### src/rtl/display_pkg.sv
// Shared types and constants for the display arbiter and its BCD converter.
package display_pkg;

   typedef enum logic [1:0] {IDLE, CONVERT, HOLD} state_t;

   localparam int DIGITS      = 4;
   localparam int BIN_W       = 14;
   localparam int BCD_MAX     = 9999;
   localparam int CONV_CYCLES = 14;
   localparam logic [3:0] ERR_DIGIT = 4'hE;

   function automatic logic is_over(input logic [BIN_W-1:0] v);
      return v > BIN_W'(BCD_MAX);
   endfunction

endpackage

### src/rtl/display_arb_ctrl_if.sv
// Requester handshakes and display-mux outputs of the display arbiter.
interface display_arb_ctrl_if;
   import display_pkg::*;

   logic [BIN_W-1:0] req0_data;
   logic             req0_valid;
   logic             req0_ready;
   logic [BIN_W-1:0] req1_data;
   logic             req1_valid;
   logic             req1_ready;
   logic [3:0]       bcd0;
   logic [3:0]       bcd1;
   logic [3:0]       bcd2;
   logic [3:0]       bcd3;
   logic             owner;
   logic             busy;

   modport master (
      output req0_data, req0_valid, req1_data, req1_valid,
      input  req0_ready, req1_ready, bcd0, bcd1, bcd2, bcd3, owner, busy
   );

   modport slave (
      input  req0_data, req0_valid, req1_data, req1_valid,
      output req0_ready, req1_ready, bcd0, bcd1, bcd2, bcd3, owner, busy
   );

endinterface

### src/rtl/bin2bcd_seq.sv
// Sequential double-dabble: one add-3/shift iteration per cycle after start.
// done and bcd are combinational during the final iteration cycle.
module bin2bcd_seq
   import display_pkg::*;
(
   input  logic                  clk,
   input  logic                  rst,
   input  logic                  start,
   input  logic [BIN_W-1:0]      bin,
   output logic                  done,
   output logic [DIGITS*4-1:0]   bcd
);

   localparam int SR_W  = DIGITS*4 + BIN_W;
   localparam int CNT_W = $clog2(CONV_CYCLES + 1);

   logic [SR_W-1:0]  sr_reg;
   logic [SR_W-1:0]  sr_adj;
   logic [SR_W-1:0]  sr_step;
   logic [CNT_W-1:0] cnt_reg;

   assign sr_adj[BIN_W-1:0] = sr_reg[BIN_W-1:0];

   genvar gi;
   generate
      for (gi = 0; gi < DIGITS; gi++) begin : g_adj
         assign sr_adj[BIN_W+4*gi +: 4] = (sr_reg[BIN_W+4*gi +: 4] >= 4'd5) ?
                                          sr_reg[BIN_W+4*gi +: 4] + 4'd3 :
                                          sr_reg[BIN_W+4*gi +: 4];
      end
   endgenerate

   assign sr_step = sr_adj << 1;

   always_ff @(posedge clk) begin
      if (rst) begin
         sr_reg  <= '0;
         cnt_reg <= '0;
      end else if (start) begin
         sr_reg  <= {{(DIGITS*4){1'b0}}, bin};
         cnt_reg <= CNT_W'(CONV_CYCLES);
      end else if (cnt_reg != '0) begin
         sr_reg  <= sr_step;
         cnt_reg <= cnt_reg - 1'b1;
      end
   end

   // The last iteration's result is handed out directly so the caller can
   // register it on the same edge that finishes the conversion.
   assign done = (cnt_reg == CNT_W'(1));
   assign bcd  = sr_step[SR_W-1 -: DIGITS*4];

endmodule

### src/rtl/display_arb_ctrl.sv
// Round-robin sharing of the 4-digit display between two requesters.
// Optional DISPLAY_OVF_ERR_EN shows EEEE for values above 9999 instead of saturating.
module display_arb_ctrl
   import display_pkg::*;
#(
   parameter int HOLD_CYCLES = 50_000_000,
   parameter int HOLD_W      = 26
)(
   input logic               clk,
   input logic               rst,
   display_arb_ctrl_if.slave bus
);

   state_t                state_reg, state_next;
   logic                  last_grant_reg;
   logic                  pend_owner_reg;
   logic                  owner_reg;
   logic [DIGITS*4-1:0]   disp_reg;
   logic [HOLD_W-1:0]     hold_cnt_reg;
   logic                  choice;
   logic                  transfer;
   logic [BIN_W-1:0]      chosen_data;
   logic [BIN_W-1:0]      conv_bin;
   logic                  conv_done;
   logic [DIGITS*4-1:0]   conv_bcd;
   logic [DIGITS*4-1:0]   conv_result;

   // Tie goes to whoever did not win last time.
   always_comb begin
      choice = 1'b0;
      if (bus.req0_valid && bus.req1_valid) choice = !last_grant_reg;
      else if (bus.req1_valid)              choice = 1'b1;
   end

   assign transfer       = (state_reg == IDLE) && !rst && (bus.req0_valid || bus.req1_valid);
   assign bus.req0_ready = transfer && !choice;
   assign bus.req1_ready = transfer && choice;
   assign chosen_data    = choice ? bus.req1_data : bus.req0_data;

`ifdef DISPLAY_OVF_ERR_EN
   logic ovf_reg;

   assign conv_bin    = is_over(chosen_data) ? '0 : chosen_data;
   assign conv_result = ovf_reg ? {DIGITS{ERR_DIGIT}} : conv_bcd;

   always_ff @(posedge clk) begin
      if (rst)           ovf_reg <= 1'b0;
      else if (transfer) ovf_reg <= is_over(chosen_data);
   end
`else
   assign conv_bin    = is_over(chosen_data) ? BIN_W'(BCD_MAX) : chosen_data;
   assign conv_result = conv_bcd;
`endif

   bin2bcd_seq u_bin2bcd (
      .clk   (clk),
      .rst   (rst),
      .start (transfer),
      .bin   (conv_bin),
      .done  (conv_done),
      .bcd   (conv_bcd)
   );

   always_ff @(posedge clk) begin
      if (rst) state_reg <= IDLE;
      else     state_reg <= state_next;
   end

   always_comb begin
      state_next = state_reg;
      case (state_reg)
         IDLE:    if (transfer)  state_next = CONVERT;
         CONVERT: if (conv_done) state_next = HOLD;
         HOLD:    if (hold_cnt_reg == HOLD_W'(HOLD_CYCLES - 1)) state_next = IDLE;
         default: state_next = IDLE;
      endcase
   end

   always_ff @(posedge clk) begin
      if (rst) begin
         last_grant_reg <= 1'b1;
         pend_owner_reg <= 1'b0;
         owner_reg      <= 1'b0;
         disp_reg       <= '0;
         hold_cnt_reg   <= '0;
      end else begin
         if (transfer) begin
            last_grant_reg <= choice;
            pend_owner_reg <= choice;
         end
         // Digits and owner change together, only once the conversion is whole.
         if (state_reg == CONVERT && conv_done) begin
            disp_reg     <= conv_result;
            owner_reg    <= pend_owner_reg;
            hold_cnt_reg <= '0;
         end else if (state_reg == HOLD) begin
            hold_cnt_reg <= hold_cnt_reg + 1'b1;
         end
      end
   end

   assign bus.bcd0  = disp_reg[3:0];
   assign bus.bcd1  = disp_reg[7:4];
   assign bus.bcd2  = disp_reg[11:8];
   assign bus.bcd3  = disp_reg[15:12];
   assign bus.owner = owner_reg;
   assign bus.busy  = (state_reg != IDLE);

endmodule
### src/flat_wrapper.sv
// flat-port wrapper written by rule: the top's interface ports become plain ports
module display_arb_ctrl_flat import display_pkg::*;
#(
   parameter int HOLD_CYCLES = 50_000_000,
   parameter int HOLD_W      = 26
)
  (clk, rst, bus_req0_data, bus_req0_valid, bus_req1_data, bus_req1_valid, bus_req0_ready, bus_req1_ready, bus_bcd0, bus_bcd1, bus_bcd2, bus_bcd3, bus_owner, bus_busy);
  display_arb_ctrl_if bus_i ();
  input logic clk;
  input logic rst;
  input wire logic [$bits(bus_i.req0_data)-1:0] bus_req0_data;
  input wire logic [$bits(bus_i.req0_valid)-1:0] bus_req0_valid;
  input wire logic [$bits(bus_i.req1_data)-1:0] bus_req1_data;
  input wire logic [$bits(bus_i.req1_valid)-1:0] bus_req1_valid;
  output wire logic [$bits(bus_i.req0_ready)-1:0] bus_req0_ready;
  output wire logic [$bits(bus_i.req1_ready)-1:0] bus_req1_ready;
  output wire logic [$bits(bus_i.bcd0)-1:0] bus_bcd0;
  output wire logic [$bits(bus_i.bcd1)-1:0] bus_bcd1;
  output wire logic [$bits(bus_i.bcd2)-1:0] bus_bcd2;
  output wire logic [$bits(bus_i.bcd3)-1:0] bus_bcd3;
  output wire logic [$bits(bus_i.owner)-1:0] bus_owner;
  output wire logic [$bits(bus_i.busy)-1:0] bus_busy;
  assign bus_i.req0_data = bus_req0_data;
  assign bus_i.req0_valid = bus_req0_valid;
  assign bus_i.req1_data = bus_req1_data;
  assign bus_i.req1_valid = bus_req1_valid;
  assign bus_req0_ready = bus_i.req0_ready;
  assign bus_req1_ready = bus_i.req1_ready;
  assign bus_bcd0 = bus_i.bcd0;
  assign bus_bcd1 = bus_i.bcd1;
  assign bus_bcd2 = bus_i.bcd2;
  assign bus_bcd3 = bus_i.bcd3;
  assign bus_owner = bus_i.owner;
  assign bus_busy = bus_i.busy;
  display_arb_ctrl #(.HOLD_CYCLES(HOLD_CYCLES), .HOLD_W(HOLD_W)) u_core (.clk(clk), .rst(rst), .bus(bus_i));
endmodule
### config.mk
export PLATFORM = sky130hd
export DESIGN_NAME = display_arb_ctrl_flat
export DESIGN_NICKNAME = d
export VERILOG_FILES = /design/src/rtl/display_pkg.sv /design/src/rtl/display_arb_ctrl_if.sv /design/src/rtl/bin2bcd_seq.sv /design/src/rtl/display_arb_ctrl.sv /design/src/flat_wrapper.sv
export SDC_FILE = /design/constraint.sdc
export NUM_CORES = 1
export LEC_CHECK = 0
export CORE_MARGIN = 1
export CORE_UTILIZATION = 55
export DETAILED_ROUTE_END_ITERATION = 8
export GPL_ROUTABILITY_DRIVEN = 0
export MAX_ROUTING_LAYER = met4
export PLACE_DENSITY = 0.8
export SLEW_MARGIN = 5
export SYNTH_ARGS = -nofsm -noshare
export SYNTH_HDL_FRONTEND = slang
export SYNTH_SLANG_ARGS = --single-unit
### constraint.sdc
create_clock -name clk -period 2.25 [get_ports clk]
set_clock_uncertainty 0.1 [all_clocks]
set_input_delay 0.3375 -clock clk [delete_from_list [all_inputs] [get_ports clk]]
set_output_delay 0.3375 -clock clk [all_outputs]
set_load 0.05 [all_outputs]
==> key figures, run 1 <==
Layout
  – Nets: 568
  – Number of flip-flops in the largest register: 30
  – Diode count: 0
  – Area growth from synthesis to layout: 21.35%
  – Layout cells sized above 1: 10.53%
  – Final Non-Filler Cells: 628

Clock network
  – Htree depth: 3
  – Hold Buf Count CTS: 0
  – CTS Root Cell: clkbuf_8
  – Clk pin slew, worst setup/hold paths: 0.08 ns
  – Post-CTS Resized: 0
  – Sink Count: 81
  – Post-CTS setup buffers: 0
  – Max clock buf depth: 2
  – CTS tree: built
  – Total CTS buffers: 9
  – Worst-Skew Late Latency: 0.36 ns

STA
  – Max_slew headroom: 66.57%
  – Final period util: 95.66%
  – Final hold violation count: 0
  – Endpoints failing setup: 0
  – Max Fclk: 464.6 MHz
  – Worst Setup Slack, final: 0.09756 ns
  – Tmin final: 2.152 ns
  – Tightest Pin Transition: 0.4998 ns
  – Unrepaired setup endpoints after global routing: no
  – Final-report max-slew violation count: 0
  – Total negative setup slack: 0 ns

Yosys
  – Post-synth top cells: 88 x nand2_1, 81 x dfxtp_1, 49 x nor2_1
  – Seq/Total Area, Yosys: 41.00%
  – Post-Synthesis Cell Area: 3955 um^2
  – Post-synth EDFFs: 0
  – Top cell type's share of synthesized area: 41.00%
  – Top-count cell post-synth: nand2_1
  – Ys async rst share: 0%
  – Mapped Cells: 471
  – Main synth FF type: dfxtp_1
  – Area contributors post-synth: dfxtp_1 41%, nand2_1 8.4%, a21oi_1 4.9%
  – Post-synthesis net count: 512
  – Largest area contributor in the netlist: dfxtp_1
  – Yosys warns: 0
  – Unique masters post-synth: 49
  – Avg Inst Size Synth: 8.397 um^2
  – Number of synthesized register bits: 81

Min path
  – Worst Hold Class: register to register

Die
  – Io pins: 52
  – Die height: 86.80 um
  – Core Box Area: 6869 um^2
  – Total Die Area: 7534 um^2
  – Row count: 30
  – Initial core utilization: 57.58%
  – Die width: 86.80 um

Setup path
  – Crit path max fanout: 4
  – CP top delay family: buffers and inverters
  – Worst Path Required: 1.81 ns
  – Slowest cell on the critical path: clkdlybuf4s50_1
  – CP startpoint kind: register
  – CP bufs+invs: 2
  – Crit-path cells: nor2_1 -> inv_1 -> clkdlybuf4s50_1
  – Setup crit end kind: primary output
  – Setup Crit Path Kind: register to primary output
  – Reg-to-reg setup timing slack: 0.39 ns
  – CP arrival: 1.71 ns
  – CP max stage delay: 0.70 ns

Outcome
  – Outcome: finished, final reports clean

Job
  – Max-cap violations: 0

Power
  – Leak: 0.001723 uW
  – Max VDD drop: 371.0 uV
  – Pwr per Cell Area: 628.3 nW/um^2

GRT
  – Largest net degree at the start of global routing: 27
  – Vias in the first global route: 3278
  – Grt ovf: 0
  – First-pass GRT wire length: 14.33 mm
  – Initial antenna violation count: 0
  – GRT Overall Usage: 24.65%

Route
  – Final wirelength: 8.604 mm
  – Drt pass-1 iters: 4
  – Total vias in the final route: 3524
  – Drt wl/cell: 13.70 um
  – Remaining DRCs: 0
  – Via/cell ratio: 5.611
  – DRT iter0 DRCs: 197
  – DRT antenna net count: 0

Place
  – Pre-CTS setup slack: 0.001774 ns
  – Cells after DPL: 612
  – Port buffer count: 51
  – DP HPWL: 6.358 mm
## final cells by class
cell class              count  area (um^2)
inverters                  11        41.29
well taps                  96        120.1
clock inverters             7        53.80
multi-input cells         355         2173
fillers                   582         2069
flip-flops and latches     81         1622
repair buffers             69        665.6
clock buffers               9        123.9
## cells in the final DEF, fill, tap and decap left out, drive strengths merged, types with 3 or more instances in the layout
cell,count
xnor2,19
a31o,5
nand4,6
buf,20
nor3,13
nand2b,9
ha,9
dfxtp,81
and3,6
nor4b,3
a21oi,39
nand2,88
inv,14
clkdlybuf4s50,49
nor2,50
mux2i,15
a211oi,10
a311oi,7
nand3,11
clkbuf,9
clkinvlp,3
and4,3
a41oi,5
xor2,9
nor2b,4
o32ai,4
nor4,7
o21ai,12
nor3b,7
## worst min-delay path, cell delays in order (launching register included)
cell and delay [ns]:
dfxtp_1 0.31, nand2_1 0.05, a21oi_1 0.05
## metrics by stage
stage	util, %	total power, uW	hold slack (ns)	area [um^2]
4_1_cts	69.87	3025	0.3574	4800
3_5_place_dp	67.29	2077	0.3459	4622
2_1_floorplan	-	1892	0.3319	3955
5_1_grt	69.87	3139	0.3796	4800
6_report	69.87	3016	0.3547	4800
3_3_place_gp	67.29	2062	0.3403	4622
## final timing paths
check,from,to,cells after the start
hold / removal,u_core.disp_reg[10],u_core.disp_reg[10],2
setup reg to reg,u_core.u_bin2bcd.cnt_reg[0],u_core.u_bin2bcd.sr_reg[8],5
setup / recovery,u_core.state_reg[1],bus_busy,3
hold reg to reg,u_core.disp_reg[10],u_core.disp_reg[10],2
## kinds of logic after synthesis
family	share of synthesized area [%]
muxes	4.081
DFF	41.00
adders and majority gates	2.847
AOI/OAI and AO/OA	14.84
and+or+nand+nor	26.99
buffers and inverters	4.049
xor gates and xnor gates	6.201
## power by group
group | total (uW) | internal [uW] | leakage, uW | switching [uW]
Sequential | 1540 | 1490 | 0.000658 | 52.8
Clock | 964 | 410 | 0.0000827 | 555
Combinational | 508 | 222 | 0.000982 | 286
Total | 3020 | 2120 | 0.00172 | 894
## routing by layer
layer  track usage [%]  part of all wire [%]
met5                 -                     0
met3             3.810                   3.4
met4             10.91                   1.7
met1             30.12                    47
met2             40.23                    48
No activity file was read; power rests on OpenSTA's default activity.
==> run 2: changes to the inputs <==
- CORE_MARGIN: 1 -> 2
- CORE_UTILIZATION: 55 -> 59
- PLACE_DENSITY: 0.8 -> 0.85
- clock period: 2.25 -> 2.52 ns (I/O delays scaled with it)
==> run 2 against run 1 <==
  * Register-to-register slack better by 0.15 ns
  * Sequential share of layout area up 0.32 points
  * Hold slack about the same
  * Power down 9.5%
  * Clock power down 6.0%
  * Clock-buffer cell count up 1
  * Via count down 0.91%
  * Cell count down 3.7%
  * Worst setup slack better by 0.15 ns
  * Global-route usage up 0.84 points
  * Critical path type unchanged
  * Critical endpoint unchanged
  * Largest cell class unchanged
  * Largest power group unchanged
==> key figures, run 2 (synthesized netlist as in run 1, its figures left out) <==
Outcome
  – Outcome: finished, final reports clean

Layout
  – Post-Layout Inst Area: 4755 um^2 (-0.94%)
  – Most common cell after layout, fill and taps aside: nand2_1
  – Diode count: 0 (unchanged)
  – Layout cells sized above 1: 9.659% (-0.87 points)
  – Most frequent cells in the layout: 88 x nand2_1, 81 x dfxtp_1, 49 x nor2_1, 49 x clkdlybuf4s50_1, 39 x a21oi_1
  – Area growth from synthesis to layout: 20.22%
  – Final Non-Filler Cells: 605 (-3.7%)
  – Number of flip-flops in the largest register: 30 (unchanged)
  – Nets: 564 (-0.70%)

Setup path
  – Worst Path Required: 2.04 ns (+0.23 ns)
  – CP startpoint kind: register
  – CP arrival: 1.80 ns (+0.09 ns)
  – Setup Crit Path Kind: register to primary output
  – Crit path max fanout: 4 (unchanged)
  – Setup crit end kind: primary output

Route
  – Drt pass-1 iters: 5 (+1)
  – Final wirelength: 8.628 mm (+0.28%)
  – DRT iter0 DRCs: 225 (+14%)
  – DRT antenna net count: 0 (unchanged)
  – Total vias in the final route: 3492 (-0.91%)
  – Remaining DRCs: 0 (unchanged)
  – Drt wl/cell: 14.26 um (+4.1%)
  – Via/cell ratio: 5.772 (+2.9%)

Place
  – Port buffer count: 51 (unchanged)
  – DP HPWL: 6.294 mm (-1.0%)
  – Cells after DPL: 589 (-3.8%)
  – Dpl cell area: 4568 um^2 (-1.2%)

Clock network
  – Total CTS buffers: 9 (unchanged)
  – Post-CTS Resized: 0 (unchanged)
  – Worst-Skew Late Latency: 0.36 ns (about the same)
  – Sink Count: 81 (unchanged)
  – Hold Buf Count CTS: 0 (unchanged)
  – CTS tree: built
  – CTS Root Cell: clkbuf_8
  – Max clock buf depth: 2 (unchanged)
  – Htree depth: 3 (unchanged)
  – Clk pin slew, worst setup/hold paths: 0.08 ns (about the same)
  – Post-CTS setup buffers: 0 (unchanged)

Die
  – Die width: 85.88 um (-1.1%)
  – Total Die Area: 7375 um^2 (-2.1%)
  – Row count: 29 (-3.3%)
  – Io pins: 52 (unchanged)
  – Core Box Area: 6422 um^2 (-6.5%)
  – Die height: 85.88 um (-1.1%)
  – Initial core utilization: 61.58% (+4.0 points)

Min path
  – Worst Hold Class: register to register

STA
  – Endpoints failing setup: 0 (unchanged)
  – Final period util: 90.25%
  – Final hold violation count: 0 (unchanged)
  – Max Fclk: 439.7 MHz
  – Tmin final: 2.274 ns
  – Unrepaired setup endpoints after global routing: no
  – Hold_ws: 0.3547 ns (+0.00001300 ns)
  – Max_slew headroom: 65.50% (-1.1 points)
  – Total negative setup slack: 0 ns (unchanged)
  – Final-report max-slew violation count: 0 (unchanged)
  – Tightest Pin Transition: 0.5158 ns (+0.01600 ns)

Power
  – Leak: 0.001722 uW (about the same)
  – Max VDD drop: 379.1 uV (+2.2%)
  – Pwr per Cell Area: 574.1 nW/um^2 (-8.6%)

GRT
  – Grt ovf: 0 (unchanged)
  – Initial antenna violation count: 0 (unchanged)
  – GRT Overall Usage: 25.49% (+0.84 points)
  – First-pass GRT wire length: 14.76 mm (+3.0%)
  – Largest net degree at the start of global routing: 37 (+37%)
  – Vias in the first global route: 3430 (+4.6%)

Job
  – Max-cap violations: 0 (unchanged)
## run 2: final timing paths
kind	depth (start not counted)	startpoint	end	slack, ns
setup reg to reg	5	u_core.hold_cnt_reg[0]	u_core.hold_cnt_reg[24]	0.54
setup / recovery	3	u_core.state_reg[1]	bus_busy	0.25
hold reg to reg	2	u_core.disp_reg[13]	u_core.disp_reg[13]	0.35
hold / removal	2	u_core.disp_reg[13]	u_core.disp_reg[13]	0.35
## run 2: critical path, cell delays in order, from the launching register on
cell and delay, ns:
dfxtp_1 0.34, nor2_1 0.29, inv_1 0.09, clkdlybuf4s50_1 0.72
## run 2: layout make-up
class                      count  area [um^2]
clock buffer                  10        127.6
sequential                    81         1622
inverter                      11        41.29
fill                         472         1668
multi-input combinational    355         2173
tap                           77        96.34
clock inverter                 6        58.81
timing repair buffer          65        635.6
## run 2: per-layer routing
layer	vias to the layer above	wire length [um]	part of all wire [%]	global-route usage, %
met5	-	0	0	-
met4	0	78	0.90	8.802
met3	11	459	5.3	7.411
met2	95	4343	50	41.44
met1	1642	3746	43	30.16
li1	1744	-	-	-
## run 2: power breakdown
part | internal (uW) | switching [uW]
logic | 194 | 250
clock network | 452 | 454
registers | 1330 | 48.4
## run 2: stage by stage
step                      power (uW)  setup slack, ns  utilization (%)
after floorplan                 1690           0.5862                -
after global placement          1833           0.3048            71.13
after detailed placement        1849           0.2309            71.13
after CTS                       2737           0.2277            74.03
after global routing            2862           0.1302            74.03
final                           2730           0.2456            74.03
==> run 3: changes to the inputs <==
- CORE_UTILIZATION: 59 -> 54
- PLACE_DENSITY: 0.85 -> 0.78
==> run 3 against run 2 <==
  * Fmax is 3.7% higher
  * Via count is 1.3% lower
  * Clock power grew 13%
  * Combinational power about the same
  * Sequential share of layout area shrank 0.25 points
  * Sequential power barely moved
  * Clock-buffer cell count is the same
  * Global-route usage fell by 1.2 points
  * Worst setup slack improved by 0.081 ns
  * Power rose by 4.0%
  * Die area is 8.8% higher
  * Cell area grew 0.74%
  * Critical endpoint unchanged
  * Largest cell class unchanged
  * Highest routed layer unchanged
==> key figures, run 3 (synthesized netlist as in run 1, its figures left out) <==
Clock network
  – Htree depth: 3 (unchanged)
  – Max clock buf depth: 2 (unchanged)
  – Worst-Skew Late Latency: 0.35 ns (about the same)
  – Sink Count: 81 (unchanged)
  – Clk pin slew, worst setup/hold paths: 0.08 ns (about the same)
  – Total CTS buffers: 9 (unchanged)
  – Hold Buf Count CTS: 0 (unchanged)
  – Post-CTS Resized: 0 (unchanged)
  – CTS tree: built
  – Post-CTS setup buffers: 0 (unchanged)
  – CTS Root Cell: clkbuf_8

Die
  – Total Die Area: 8025 um^2 (+8.8%)
  – Initial core utilization: 55.12% (-6.5 points)
  – Io pins: 52 (unchanged)
  – Die width: 89.58 um (+4.3%)
  – Die height: 89.58 um (+4.3%)
  – Core Box Area: 7176 um^2 (+12%)
  – Row count: 31 (+6.9%)

STA
  – Final hold violation count: 0 (unchanged)
  – Max_slew headroom: 49.97% (-16 points)
  – Unrepaired setup endpoints after global routing: no
  – Endpoints failing setup: 0 (unchanged)
  – Tmin final: 2.194 ns (-0.08053 ns)
  – Final period util: 87.06% (-3.2 points)
  – Final-report max-slew violation count: 0 (unchanged)
  – Max Fclk: 455.8 MHz (+3.7%)
  – Total negative setup slack: 0 ns (unchanged)
  – Tightest Pin Transition: 0.7449 ns (+0.2291 ns)

GRT
  – First-pass GRT wire length: 14.95 mm (+1.3%)
  – Grt ovf: 0 (unchanged)
  – GRT Overall Usage: 24.29% (-1.2 points)
  – Largest net degree at the start of global routing: 37 (unchanged)
  – Vias in the first global route: 3289 (-4.1%)
  – Initial antenna violation count: 0 (unchanged)

Setup path
  – Setup Crit Path Kind: register to primary output
  – CP arrival: 1.72 ns (-0.08 ns)
  – Worst Path Required: 2.04 ns (about the same)
  – Crit path max fanout: 4 (unchanged)
  – CP startpoint kind: register
  – Setup crit end kind: primary output

Outcome
  – Outcome: finished, final reports clean

Layout
  – Area growth from synthesis to layout: 21.10%
  – Reg area: 1622 um^2 (unchanged)
  – Most frequent cells in the layout: 88 x nand2_1, 81 x dfxtp_1, 49 x nor2_1, 49 x clkdlybuf4s50_1, 39 x a21oi_1
  – Diode count: 0 (unchanged)
  – Fillers: 610 (+29%)
  – Number of flip-flops in the largest register: 30 (unchanged)
  – Multi-input gate area: 2173 um^2 (unchanged)
  – Layout cells sized above 1: 9.143% (-0.52 points)
  – Most common cell after layout, fill and taps aside: nand2_1
  – Nets: 562 (-0.35%)

Route
  – DRT iter0 DRCs: 109 (-52%)
  – Remaining DRCs: 0 (unchanged)
  – Drt pass-1 iters: 5 (unchanged)
  – Via/cell ratio: 5.526 (-4.3%)
  – Final wirelength: 8.693 mm (+0.75%)
  – DRT antenna net count: 0 (unchanged)
  – Drt wl/cell: 13.93 um (-2.3%)
  – Total vias in the final route: 3448 (-1.3%)

Power
  – Tot Pwr: 2838 uW (+4.0%)
  – Pwr per Cell Area: 592.6 nW/um^2 (+3.2%)
  – Leak: 0.001715 uW (-0.39%)
  – Max VDD drop: 288.9 uV (-24%)

Place
  – Port buffer count: 51 (unchanged)
  – DP HPWL: 6.132 mm (-2.6%)

Min path
  – Worst Hold Class: register to register

Job
  – Max-cap violations: 0 (unchanged)
-- run 3: worst paths after layout --
check / end / cells past startpoint / slack, ns / startpoint
worst max-delay path: bus_busy / 3 / 0.33 / u_core.state_reg[1]
worst min-delay path: u_core.disp_reg[9] / 2 / 0.35 / u_core.disp_reg[9]
worst max register to register: u_core.u_bin2bcd.sr_reg[4] / 4 / 0.56 / u_core.u_bin2bcd.cnt_reg[0]
worst min register to register: u_core.disp_reg[9] / 2 / 0.35 / u_core.disp_reg[9]
-- run 3: final cells by class --
cell class                 count  area share (%)
clock buffer                  10           2.665
clock inverter                 5           1.698
inverter                      11          0.8621
multi-input combinational    355           45.38
sequential                    81           33.86
tap                           99           2.586
timing repair buffer          63           12.96
-- run 3: layer usage --
| metal | vias to the layer above | share of wire (%) | global-route usage, % |
|---|---|---|---|
| met3 | 7 | 3.7 | 6.399 |
| met4 | 0 | 0.83 | 5.970 |
| met5 | - | 0 | - |
| met1 | 1623 | 47 | 30.49 |
| li1 | 1744 | - | - |
| met2 | 74 | 48 | 39.10 |
-- run 3: power breakdown --
part | internal, uW | switching, uW | leakage [uW]
clock network | 553 | 465 | 0.000102
logic | 188 | 253 | 0.000955
registers | 1330 | 48.7 | 0.000658
-- run 3: stage by stage --
stage          hold WS [ns]  area, um^2  setup WS, ns  instances  utilization (%)
6_report             0.3530        4790        0.3262        624            66.75
5_1_grt              0.3745        4790        0.1954        624            66.75
4_1_cts              0.3563        4790        0.2946        624            66.75
3_5_place_dp         0.3462        4581        0.2126        609            63.84
3_3_place_gp         0.3417        4581        0.2656        609            63.84
2_1_floorplan        0.3319        3955        0.5862        471                -
-- run 3: worst max-delay path, stage by stage (launching register included) --
cell	delay (ns)
dfxtp_1	0.34
nor2_1	0.24
inv_1	0.09
clkdlybuf4s50_1	0.70
